### config.mk
export PLATFORM = sky130hd
export DESIGN_NAME = des_round_ctrl
export DESIGN_NICKNAME = d
export VERILOG_FILES = /design/src/rtl/des_pkg.sv /design/src/rtl/des_round_counter.sv /design/src/rtl/des_round_ctrl.sv
export SDC_FILE = /design/constraint.sdc
export NUM_CORES = 1
export LEC_CHECK = 0
export ABC_AREA = 1
export CORE_MARGIN = 2
export CORE_UTILIZATION = 54
export DETAILED_ROUTE_END_ITERATION = 8
export PLACE_DENSITY_LB_ADDON = 0.15
export SLEW_MARGIN = 30
export SYNTH_ARGS = -nofsm -noshare
export SYNTH_HDL_FRONTEND = slang
export SYNTH_SLANG_ARGS = --single-unit
### constraint.sdc
create_clock -name clk -period 3.4 [get_ports clk]
set_input_delay 1.02 -clock clk [delete_from_list [all_inputs] [get_ports clk]]
set_output_delay 1.02 -clock clk [all_outputs]
set_load 0.05 [all_outputs]
### src/rtl/des_pkg.sv
// Shared DES definitions: controller state encoding, round count, subkey index
// width and the per-round key-schedule left-shift table.
package des_pkg;

  typedef enum logic [1:0] {
    ST_IDLE = 2'd0,
    ST_RUN  = 2'd1,
    ST_DONE = 2'd2
  } des_state_t;

  localparam int DES_ROUNDS = 16;
  localparam int DES_IDX_W  = 5;

  // Bit (r-1) set means round r rotates the key halves by one; all others by two.
  localparam logic [15:0] DES_SHIFT_ONE = 16'b1000_0001_0000_0011;

  function automatic logic [1:0] des_shift(input logic [4:0] round);
    logic [3:0] r;
    r = 4'(round - 5'd1);
    return DES_SHIFT_ONE[r] ? 2'd1 : 2'd2;
  endfunction

endpackage

### src/rtl/des_round_counter.sv
// Round counter and subkey-index generator: counts 1..ROUNDS and maps the count
// to an ascending (encrypt) or descending (decrypt) registered subkey index.
module des_round_counter
  import des_pkg::*;
#(
  parameter int ROUNDS = DES_ROUNDS,
  parameter int IDX_W  = DES_IDX_W
) (
  input  logic             clk,
  input  logic             rst_n,
  input  logic             clear,
  input  logic             start,
  input  logic             dir,
  input  logic             enable,
  output logic [IDX_W-1:0] cnt,
  output logic [IDX_W-1:0] key_idx,
  output logic             last
);

  localparam logic [IDX_W-1:0] ROUNDS_I  = IDX_W'(ROUNDS);
  localparam logic [IDX_W-1:0] ROUNDS_P1 = IDX_W'(ROUNDS + 1);

  logic [IDX_W-1:0] cnt_d;
  logic [IDX_W-1:0] idx_d;
  logic             dir_q;
  logic             dir_d;

  always_comb begin
    cnt_d = cnt;
    dir_d = dir_q;
    if (clear) begin
      cnt_d = '0;
      dir_d = 1'b0;
    end else if (start) begin
      cnt_d = IDX_W'(1);
      dir_d = dir;
    end else if (enable) begin
      // the final round returns the count to zero so it can never wrap
      cnt_d = (cnt == ROUNDS_I) ? '0 : cnt + 1'b1;
    end

    idx_d = '0;
    if (cnt_d != '0) begin
      idx_d = dir_d ? (ROUNDS_P1 - cnt_d) : cnt_d;
    end
  end

  always_ff @(posedge clk or negedge rst_n) begin
    if (!rst_n) begin
      cnt     <= '0;
      dir_q   <= 1'b0;
      key_idx <= '0;
      last    <= 1'b0;
    end else begin
      cnt     <= cnt_d;
      dir_q   <= dir_d;
      key_idx <= idx_d;
      last    <= (cnt_d == ROUNDS_I);
    end
  end

endmodule

### src/rtl/des_round_ctrl.sv
// Sequencing controller for an iterative DES engine: job handshake, datapath
// load pulse, 16 round enables with subkey index, and result back-pressure.
//
// state   | meaning
// --------+-----------------------------------
// IDLE    | no job in progress
// RUN     | rounds in progress
// DONE    | result held for the consumer
module des_round_ctrl
  import des_pkg::*;
#(
  parameter int ROUNDS = DES_ROUNDS,
  parameter int IDX_W  = DES_IDX_W
) (
  input  logic             clk,
  input  logic             rst_n,
  input  logic             abort,
  input  logic             in_valid,
  input  logic             in_decrypt,
  output logic             in_ready,
  output logic             load_en,
  output logic             round_en,
  output logic [IDX_W-1:0] key_idx,
  output logic             last_round,
  output logic             out_valid,
  input  logic             out_ready,
  output logic             busy
);

  localparam logic [IDX_W-1:0] ROUNDS_I = IDX_W'(ROUNDS);

  des_state_t       state_q;
  des_state_t       state_d;
  logic             accept;
  logic [IDX_W-1:0] cnt;

  assign in_ready = !abort && ((state_q == ST_IDLE) || ((state_q == ST_DONE) && out_ready));
  assign accept   = in_valid && in_ready;
  assign load_en  = accept;

  always_comb begin
    state_d = state_q;
    case (state_q)
      ST_IDLE: if (accept) state_d = ST_RUN;
      ST_RUN:  if (cnt == ROUNDS_I) state_d = ST_DONE;
      ST_DONE: if (out_ready) state_d = accept ? ST_RUN : ST_IDLE;
      default: state_d = ST_IDLE;
    endcase
    if (abort) state_d = ST_IDLE;
  end

  always_ff @(posedge clk or negedge rst_n) begin
    if (!rst_n) begin
      state_q   <= ST_IDLE;
      round_en  <= 1'b0;
      out_valid <= 1'b0;
      busy      <= 1'b0;
    end else begin
      state_q   <= state_d;
      round_en  <= (state_d == ST_RUN);
      out_valid <= (state_d == ST_DONE);
      busy      <= (state_d != ST_IDLE);
    end
  end

  des_round_counter #(
    .ROUNDS(ROUNDS),
    .IDX_W (IDX_W)
  ) u_counter (
    .clk    (clk),
    .rst_n  (rst_n),
    .clear  (abort),
    .start  (accept),
    .dir    (in_decrypt),
    .enable (state_q == ST_RUN),
    .cnt    (cnt),
    .key_idx(key_idx),
    .last   (last_round)
  );

endmodule

# After elaboration in Yosys (flattened, before gate mapping)
# Cells that the tools add are included.
[totals]
ram_bits = 0
memories = 0
out_inout_bits = 11
latchBits = 0
rom_bits = 0
register_bits = 17
[classes]
bitwise_logic = 0
n_div = 0
addsub = 2
mul = 0
order_cmp = 0
shift = 0
eq_ne = 6
mux = 14
n_reduce_logical = 8
[op_table]
columns = ["operator", "count"]
rows = [
  ["$mux 5", 6],
  ["$eq 5x5->1 const B", 2],
  ["$mux 2", 4],
  ["$pmux 2 s3", 1],
  ["$add 5x1->5 const B", 1],
  ["$reduce_bool 5->1", 1],
  ["$sub 5x5->5 const A", 1],
  ["$eq 2x1->1 const B", 2],
  ["$eq 2x2->1 const B", 2],
  ["$logic_and 1x1->1", 3],
  ["$mux 1", 3],
  ["$logic_not 2->1", 1],
  ["$reduce_bool 2->1", 1],
  ["$logic_not 1->1", 1],
  ["$logic_or 1x1->1", 1],
]

# Depth between registers and ports, before layout
# Gate-level depths: netlist of the first run.
[logic_depth]
word_depth = 10
mapped_depth = 13
depth_no_buf = 13

# Cells and area by module
# Synthesis of the first run repeated with hierarchy kept, for this count alone.
[unflattened]
hier_cells = 121
area_unflattened_um2 = 989.7
[by_module_without_submodules]
columns = ["module", "instances", "cells_each", "seq_area_each_um2", "area_per_inst_um2"]
rows = [
  ["des_round_counter", 1, 92, 300.3, 757.0],
  ["des_round_ctrl", 1, 29, 125.1, 232.7],
]

# Least setup slack after synthesis of the first run
# Ideal clock, no wire load.
[synth_path]
path_kind = "input port to output port"
from = "input out_ready"
to = "output in_ready"
setup_slack_ps = 128
arrival_ps = 2252
required_ps = 2380
path_stages = 4
path_cell_list = "inv_1 -> nand2_1 -> inv_1 -> nor3_1"
[synth_between]
elab_chain_cells = 3
[synth_lines]
columns = ["element", "line", "text"]
rows = [
  ["start, declared", "des_round_ctrl.sv:26", "input logic out_ready,"],
  ["$logic_and 1x1->1", "des_round_ctrl.sv:37", "assign in_ready = !abort && ((state_q == ST_IDLE) || ((state_q == ST_DONE) && out_ready));"],
  ["$logic_or 1x1->1", "des_round_ctrl.sv:37", ""],
  ["$logic_and 1x1->1", "des_round_ctrl.sv:37", ""],
  ["end, declared", "des_round_ctrl.sv:20", "output logic in_ready,"],
]
# Every way passes these cells.

# Final worst setup path of the first run
# Same ends and word-level chain as after synthesis.

==> results of run 1 <==
[final cells by class]
| type | instances | share of cell area (%) |
|---|---|---|
| multi-input cells | 67 | 36.0 |
| repair buffers | 16 | 15.9 |
| flip-flops and latches | 17 | 37.5 |
| well taps | 16 | 1.77 |
| clock buffers | 4 | 2.32 |
| inverters | 19 | 6.51 |
[state kept, by name (all words and copies together), names as in the netlist]
name               flops
u_counter.cnt          5
u_counter.key_idx      5
state_q                2
busy                   1
out_valid              1
round_en               1
u_counter.dir_q        1
u_counter.last         1
[cells in the mapped netlist, types with 3 or more instances]
master / n / share of area (%)
ha_1: 3 / 4.1
nor2_1: 10 / 4.1
a21oi_1: 3 / 1.7
nand2_1: 19 / 7.9
nor2_4: 4 / 5.0
nand2_2: 5 / 3.4
nand3_1: 6 / 3.3
inv_1: 17 / 7.0
dfrtp_1: 17 / 47
[logic make-up after synthesis]
family	count (synthesis)
DFF	17
and+or+nand+nor	54
adders and majority gates	3
xor gates and xnor gates	2
buffers and inverters	19
AOI/OAI and AO/OA	8
[worst max-delay path: stages]
cell and delay [ns]:
clkdlybuf4s50_1 0.45, inv_1 0.03, nand2_1 0.13, inv_1 0.05, nor3_1 0.27, buf_12 0.18
[layer usage]
| metal | up-vias | wire, µm | GRT usage [%] |
|---|---|---|---|
| met5 | - | 0 | 0 |
| met4 | 0 | 33 | 10.6 |
| met3 | 4 | 28 | 1.20 |
| met2 | 8 | 819 | 30.6 |
| met1 | 313 | 731 | 28.7 |
| li1 | 357 | - | - |
[power by group through the flow]
stage	clock, mW	sequential [mW]	combinational (mW)
4_1_cts	0.107	0.214	0.0853
2_1_floorplan	0	0.231	0.0389
6_report	0.103	0.214	0.0839
3_3_place_gp	0	0.218	0.0828
3_5_place_dp	0	0.218	0.0849
5_1_grt	0.113	0.215	0.0916
[through the flow]
stage	total power [mW]	cell area, µm²
global placement	0.300	1110
floorplan	0.270	907
CTS	0.406	1130
finish	0.401	1130
detailed placement	0.303	1110
global route	0.419	1130
[worst paths after layout]
path                                                   to                        from
min                             u_counter.dir_q$_DFF_PN0_   u_counter.dir_q$_DFF_PN0_
min reg2reg                     u_counter.dir_q$_DFF_PN0_   u_counter.dir_q$_DFF_PN0_
max                                              in_ready                   out_ready
min in group asynchronous                  busy$_DFF_PN0_                       rst_n
max in group asynchronous  u_counter.key_idx[4]$_DFF_PN0_                       rst_n
max reg2reg                u_counter.key_idx[3]$_DFF_PN0_  u_counter.cnt[0]$_DFF_PN0_
[layout by cell type (no fill, tap or decap)]
cell type / Yosys / layout
nand2_4: 2 / 2
nor2_4: 4 / 4
xor2_1: 2 / 2
dfrtp_1: 17 / 17
nand2_2: 5 / 5
clkbuf_1: 0 / 1
clkdlybuf4s50_1: 0 / 14
nand3_4: 1 / 1
nand2_1: 19 / 19
ha_1: 3 / 3
a21oi_1: 3 / 3
nor2_1: 10 / 10
o21ai_0: 1 / 1
inv_2: 1 / 1
clkbuf_4: 0 / 3
inv_1: 17 / 17
nor3_1: 1 / 1
buf_12: 0 / 2
o211ai_2: 1 / 1
nand3_1: 6 / 6
nor2_2: 2 / 2
nand4_1: 2 / 2
o21bai_1: 1 / 1
inv_4: 1 / 1
o21a_1: 2 / 2
or2_2: 2 / 2
==> metrics.md, run 1 <==
| Metric | Value |
|---|---|
| CTS clk-pin slew, worst paths | `0.09 ns` |
| Min Tclk post-route | `3.16 ns` |
| R2r setup slk | `1.49 ns` |
| Drt wl/cell | `11.6 µm` |
| Status | `completed` |
| Mux cell area share after synthesis | `0%` |
| Dpl ws | `0.237 ns` |
| Adder-Cell Fraction of Synth Area | `4.14%` |
| Max-cap violations | `0` |
| Clock buffer depth | `2` |
| Initial antenna violation count | `0` |
| Synth Register Bits | `17` |
| Final Hold Slack | `0.603 ns` |
| RSZ-0062 raised after global routing | `false` |
| Vias in the first global route | `655` |
| Syn_nets | `112` |
| Top Ports | `17` |
| Die X | `45.0 µm` |
| Leakage power | `0.605 nW` |
| H-tree depth | `1` |
| Ys flop type | `dfrtp_1` |
| Hold crit path type | `reg2reg` |
| Cell count of the worst reg-to-reg path | `12` |
| Area growth syn-to-layout | `25.0%` |
| Fin Setup TNS | `0 ns` |
| Die Ht | `45.0 µm` |
| Startpoint types | `input pin` |
| Final worst slack | `0.237 ns` |
| Fin cells | `139` |
| Max-Slew Margin vs Limit | `50.7%` |
| Synth Area in XOR/XNOR | `1.93%` |
| PortBufs | `16` |
| Vias/cell | `4.91` |
| Hold Path Stages | `2` |
| CORE AREA | `1540 µm²` |
| Crit end category | `output port` |
| Layout cells sized above 1 | `19.5%` |
| Yosys warns | `0` |
| Cts repair resizes | `0` |
| Max Clk Rate | `0.316 GHz` |
| Clock sink count | `17` |
| First-pass GRT wire length | `2.89 mm` |
| Flop pwr share | `53.3%` |
| Critical path class | `in2out` |
| # diodes | `0` |
| Seq/Total Area, Yosys | `46.9%` |
| 1st-iter DRT viols | `13` |
| CP required | `2.38 ns` |
| Slew Viols, Final | `0` |
| TritonCTS clock tree | `done` |
| Via count | `682` |
| Tightest Pin Transition | `0.737 ns` |
| Clk Tree Root Cell | `clkbuf_4` |
| Cts bufs inserted | `3` |
| GRT Residual Overflow | `0` |
| Pwr Density | `354 nW/µm²` |
| Drt pass-1 iters | `4` |
| Share of flip-flops with an asynchronous set or reset | `100%` |
| Routed WL | `1.61 mm` |
| Worst-path maximum fanout | `3` |
| Post-synth EDFFs | `0` |
| Area of the multi-input gates | `408 µm²` |
| DIE AREA | `2020 µm²` |
| Tot GR Track Use | `20.0%` |
| Synth Area in Simple Gates | `32.8%` |
| Compound-Gate Fraction of Synth Area | `6.07%` |
| Final period utilization | `93.0%` |
| Distinct cell type count after synthesis | `22` |
| Gpl congestion | `0.798` |
| Final setup fails | `0` |
| DP HPWL | `1.29 mm` |
| Hold buffer count at CTS | `0` |
| Post-CTS Setup Bufs | `0` |
| Fill cells | `121` |
| Post-route DRC violation count | `0` |
| Syn Area/Cell | `8.81 µm²` |
| Crit path arrival time | `2.14 ns` |
| Post-Place Cells | `135` |
| Logic pwr share | `20.9%` |
| Final nets | `133` |
| Largest family of logic cells by synthesized area | `simple AND/OR/NAND/NOR gates` |
| DRT antenna net count | `0` |
| Sw Pwr | `116 µW` |
| Mapped Area | `907 µm²` |
| Hold Fails Final Rpt | `0` |
| Core Util, Final | `73.5%` |
| Register area | `425 µm²` |
| Clk_skew | `0.00147 ns` |
| Internal Power | `286 µW` |
| Sw frac | `28.8%` |
| Standard-cell rows | `14` |
| Initial Utilization | `58.8%` |
| Clk network pwr share | `25.8%` |
| Worst VDD drop | `0.307 mV` |
| Clk_lat worst skew | `0.28 ns` |
| Post-Syn Instances | `103` |
| Largest net degree at the start of global routing | `18` |
Power figures use the tool's default switching activity.
==> run 2, diff against run 1 <==
--- a/config.mk
+++ b/config.mk
@@ -8,6 +8,7 @@
 export ABC_AREA = 1
 export CORE_MARGIN = 2
 export CORE_UTILIZATION = 54
+export CTS_CLUSTER_DIAMETER = 80
 export DETAILED_ROUTE_END_ITERATION = 8
 export PLACE_DENSITY_LB_ADDON = 0.15
 export SLEW_MARGIN = 30
==> results of run 2 <==
The final DEF is identical to that of run 1; final timing and power are the same.
==> run 3, diff against run 2 <==
--- a/config.mk
+++ b/config.mk
@@ -5,12 +5,12 @@
 export SDC_FILE = /design/constraint.sdc
 export NUM_CORES = 1
 export LEC_CHECK = 0
-export ABC_AREA = 1
 export CORE_MARGIN = 2
 export CORE_UTILIZATION = 54
 export CTS_CLUSTER_DIAMETER = 80
 export DETAILED_ROUTE_END_ITERATION = 8
 export PLACE_DENSITY_LB_ADDON = 0.15
+export SKIP_CTS_REPAIR_TIMING = 1
 export SLEW_MARGIN = 30
 export SYNTH_ARGS = -nofsm -noshare
 export SYNTH_HDL_FRONTEND = slang
==> metrics.md, run 3 <==
| Metric | Value |
|---|---|
| Clock sink count | `17` |
| Die Ht | `45.9 µm` |
| Final period utilization | `91.0%` |
| GRT Residual Overflow | `0` |
| CP required | `2.38 ns` |
| Vias/cell | `5.65` |
| CP bufs+invs | `2` |
| Final worst slack | `0.307 ns` |
| Leakage power | `0.540 nW` |
| Worst VDD drop | `0.157 mV` |
| Synth Register Bits | `17` |
| Hold Fails Final Rpt | `0` |
| Startpoint types | `input pin` |
| Die X | `45.9 µm` |
| Pwr Density | `358 nW/µm²` |
| Core Util, Final | `69.0%` |
| Slew Viols, Final | `0` |
| Syn Area/Cell | `10.7 µm²` |
| Initial Utilization | `56.1%` |
| Yosys warns | `0` |
| 1st-iter DRT viols | `14` |
| Via count | `712` |
| Synth area leaders | `dfrtp_1 (45%), ha_1 (4.0%), inv_1 (3.6%)` |
| Synth area leader | `dfrtp_1` |
| Clock buffer depth | `2` |
| Status | `completed` |
| Met2 usage | `31.7%` |
| PortBufs | `16` |
| Final Total Pwr | `417 µW` |
| Routed WL | `1.77 mm` |
| Initial antenna violation count | `0` |
| Cts bufs inserted | `3` |
| Hold crit path type | `reg2reg` |
| Most common cell after layout, fill and taps aside | `dfrtp_1` |
| Min Tclk post-route | `3.09 ns` |
| Crit end category | `output port` |
| H-tree depth | `1` |
| Vias in the first global route | `693` |
| Post-route DRC violation count | `0` |
| Most frequent cells in the layout | `dfrtp_1 (17), clkdlybuf4s50_1 (14), inv_1 (9)` |
| Drt wl/cell | `14.1 µm` |
| Tot GR Track Use | `21.6%` |
| Distinct cell type count after synthesis | `43` |
| Tightest Pin Transition | `0.752 ns` |
| Clk Tree Root Cell | `clkbuf_4` |
| Final Hold Slack | `0.567 ns` |
| DRT antenna net count | `0` |
| Standard-cell rows | `15` |
| Max-Slew Margin vs Limit | `49.7%` |
| Fin Setup TNS | `0 ns` |
| Post-Syn Instances | `89` |
| DIE AREA | `2110 µm²` |
| Drt pass-1 iters | `4` |
| Worst path top cell family by delay | `buffers and inverters` |
| Share of flip-flops with an asynchronous set or reset | `100%` |
| Post-synth EDFFs | `0` |
| Clk_lat worst skew | `0.29 ns` |
| Largest regs | `u_counter.cnt x5, u_counter.key_idx x5, state_q x2` |
| Crit path arrival time | `2.07 ns` |
| Gpl congestion | `0.853` |
| CTS clk-pin slew, worst paths | `0.10 ns` |
| Met3 usage | `5.95%` |
| Layout cells sized above 1 | `17.4%` |
| Largest net degree at the start of global routing | `18` |
| Max-cap violations | `0` |
| Syn_nets | `98` |
| Commonest cells post-synth | `dfrtp_1 (17), inv_1 (9), nand2_1 (4), nor2_1 (4)` |
| CORE AREA | `1690 µm²` |
| M1 GR Usage | `28.9%` |
| Final setup fails | `0` |
| Area growth syn-to-layout | `22.8%` |
| Max Clk Rate | `0.323 GHz` |
| First-pass GRT wire length | `3.12 mm` |
| Top Ports | `17` |
| Count leader, synth | `dfrtp_1` |
| Ys flop type | `dfrtp_1` |
| Worst path cell trace | `clkdlybuf4s50_1, nor2b_4, nor4b_4, buf_12` |
| Dpl ws | `0.297 ns` |
| # diodes | `0` |
| Worst-path maximum fanout | `4` |
| Clk_skew | `0.00140 ns` |
| Synth top area share | `44.9%` |
| Final nets | `119` |
| DP HPWL | `1.41 mm` |
| Critical path class | `in2out` |
| Mapped Area | `948 µm²` |
| Global route hottest layer | `met2` |
| CP max-delay cell | `clkdlybuf4s50_1` |
| RSZ-0062 raised after global routing | `false` |
| Seq/Total Area, Yosys | `44.9%` |
| Max stage delay on crit path | `0.52 ns` |
| TritonCTS clock tree | `done` |
-- run 3: cell types whose count changed after synthesis, sizes merged, moves of 3 or more --
cell	previous run	this run
nand3	7	3
nor2	16	4
nor2b	0	3
a22oi	0	4
o21ai	1	5
inv	19	10
or3	0	3
nand2	26	5
-- run 3: final timing paths --
check / startpoint / to / slack, ns / depth (start not counted)
setup / recovery: out_ready / load_en / 0.31 / 4
hold / removal: state_q[1]$_DFF_PN0_ / round_en$_DFF_PN0_ / 0.57 / 1
setup reg to reg: u_counter.cnt[0]$_DFF_PN0_ / u_counter.key_idx[3]$_DFF_PN0_ / 1.27 / 8
hold reg to reg: state_q[1]$_DFF_PN0_ / round_en$_DFF_PN0_ / 0.57 / 1
max in group asynchronous: rst_n / u_counter.key_idx[4]$_DFF_PN0_ / 1.77 / 1
min in group asynchronous: rst_n / u_counter.key_idx[3]$_DFF_PN0_ / 1.17 / 1
-- run 3: power by group --
| group | leakage, nW | internal [mW] | switching, mW |
|---|---|---|---|
| logic | 0.294 | 0.0377 | 0.0541 |
| clock network | 0.0150 | 0.0456 | 0.0625 |
| registers | 0.231 | 0.210 | 0.00772 |
-- run 3: cell families after synthesis --
group	Yosys count	share of synthesized area [%]
DFF	17	44.9
muxes	1	1.06
buffers and inverters	12	6.73
adders and majority gates	3	3.96
AOI/OAI and AO/OA	25	20.4
and+or+nand+nor	31	23.0
-- run 3: worst reg2reg max path: stages (launching register included) --
cell	delay, ns
dfrtp_1	0.45
inv_1	0.07
ha_1	0.22
and4bb_1	0.26
o22ai_1	0.14
nand2_1	0.14
ha_1	0.23
or3_1	0.36
a22oi_1	0.17
-- run 3: area by class of cell --
cell class | count | area [µm²]
fill | 141 | 524
inverter | 10 | 37.5
timing repair buffer | 18 | 195
multi-input combinational | 60 | 459
clock buffer | 4 | 26.3
sequential | 17 | 425
tap | 17 | 21.3
-- run 3: routing by layer --
metal | share of wire, % | wire length (µm)
met5 | 0 | 0
met4 | 0.96 | 17
met3 | 4.1 | 73
met2 | 48 | 857
met1 | 47 | 824
-- run 3: per-stage QoR --
| stage | instance area (µm²) | std cells |
|---|---|---|
| after global routing | 1160 | 126 |
| after detailed placement | 1140 | 122 |
| after floorplan | 948 | 89 |
| after CTS | 1160 | 126 |
| final | 1160 | 126 |
| after global placement | 1140 | 122 |
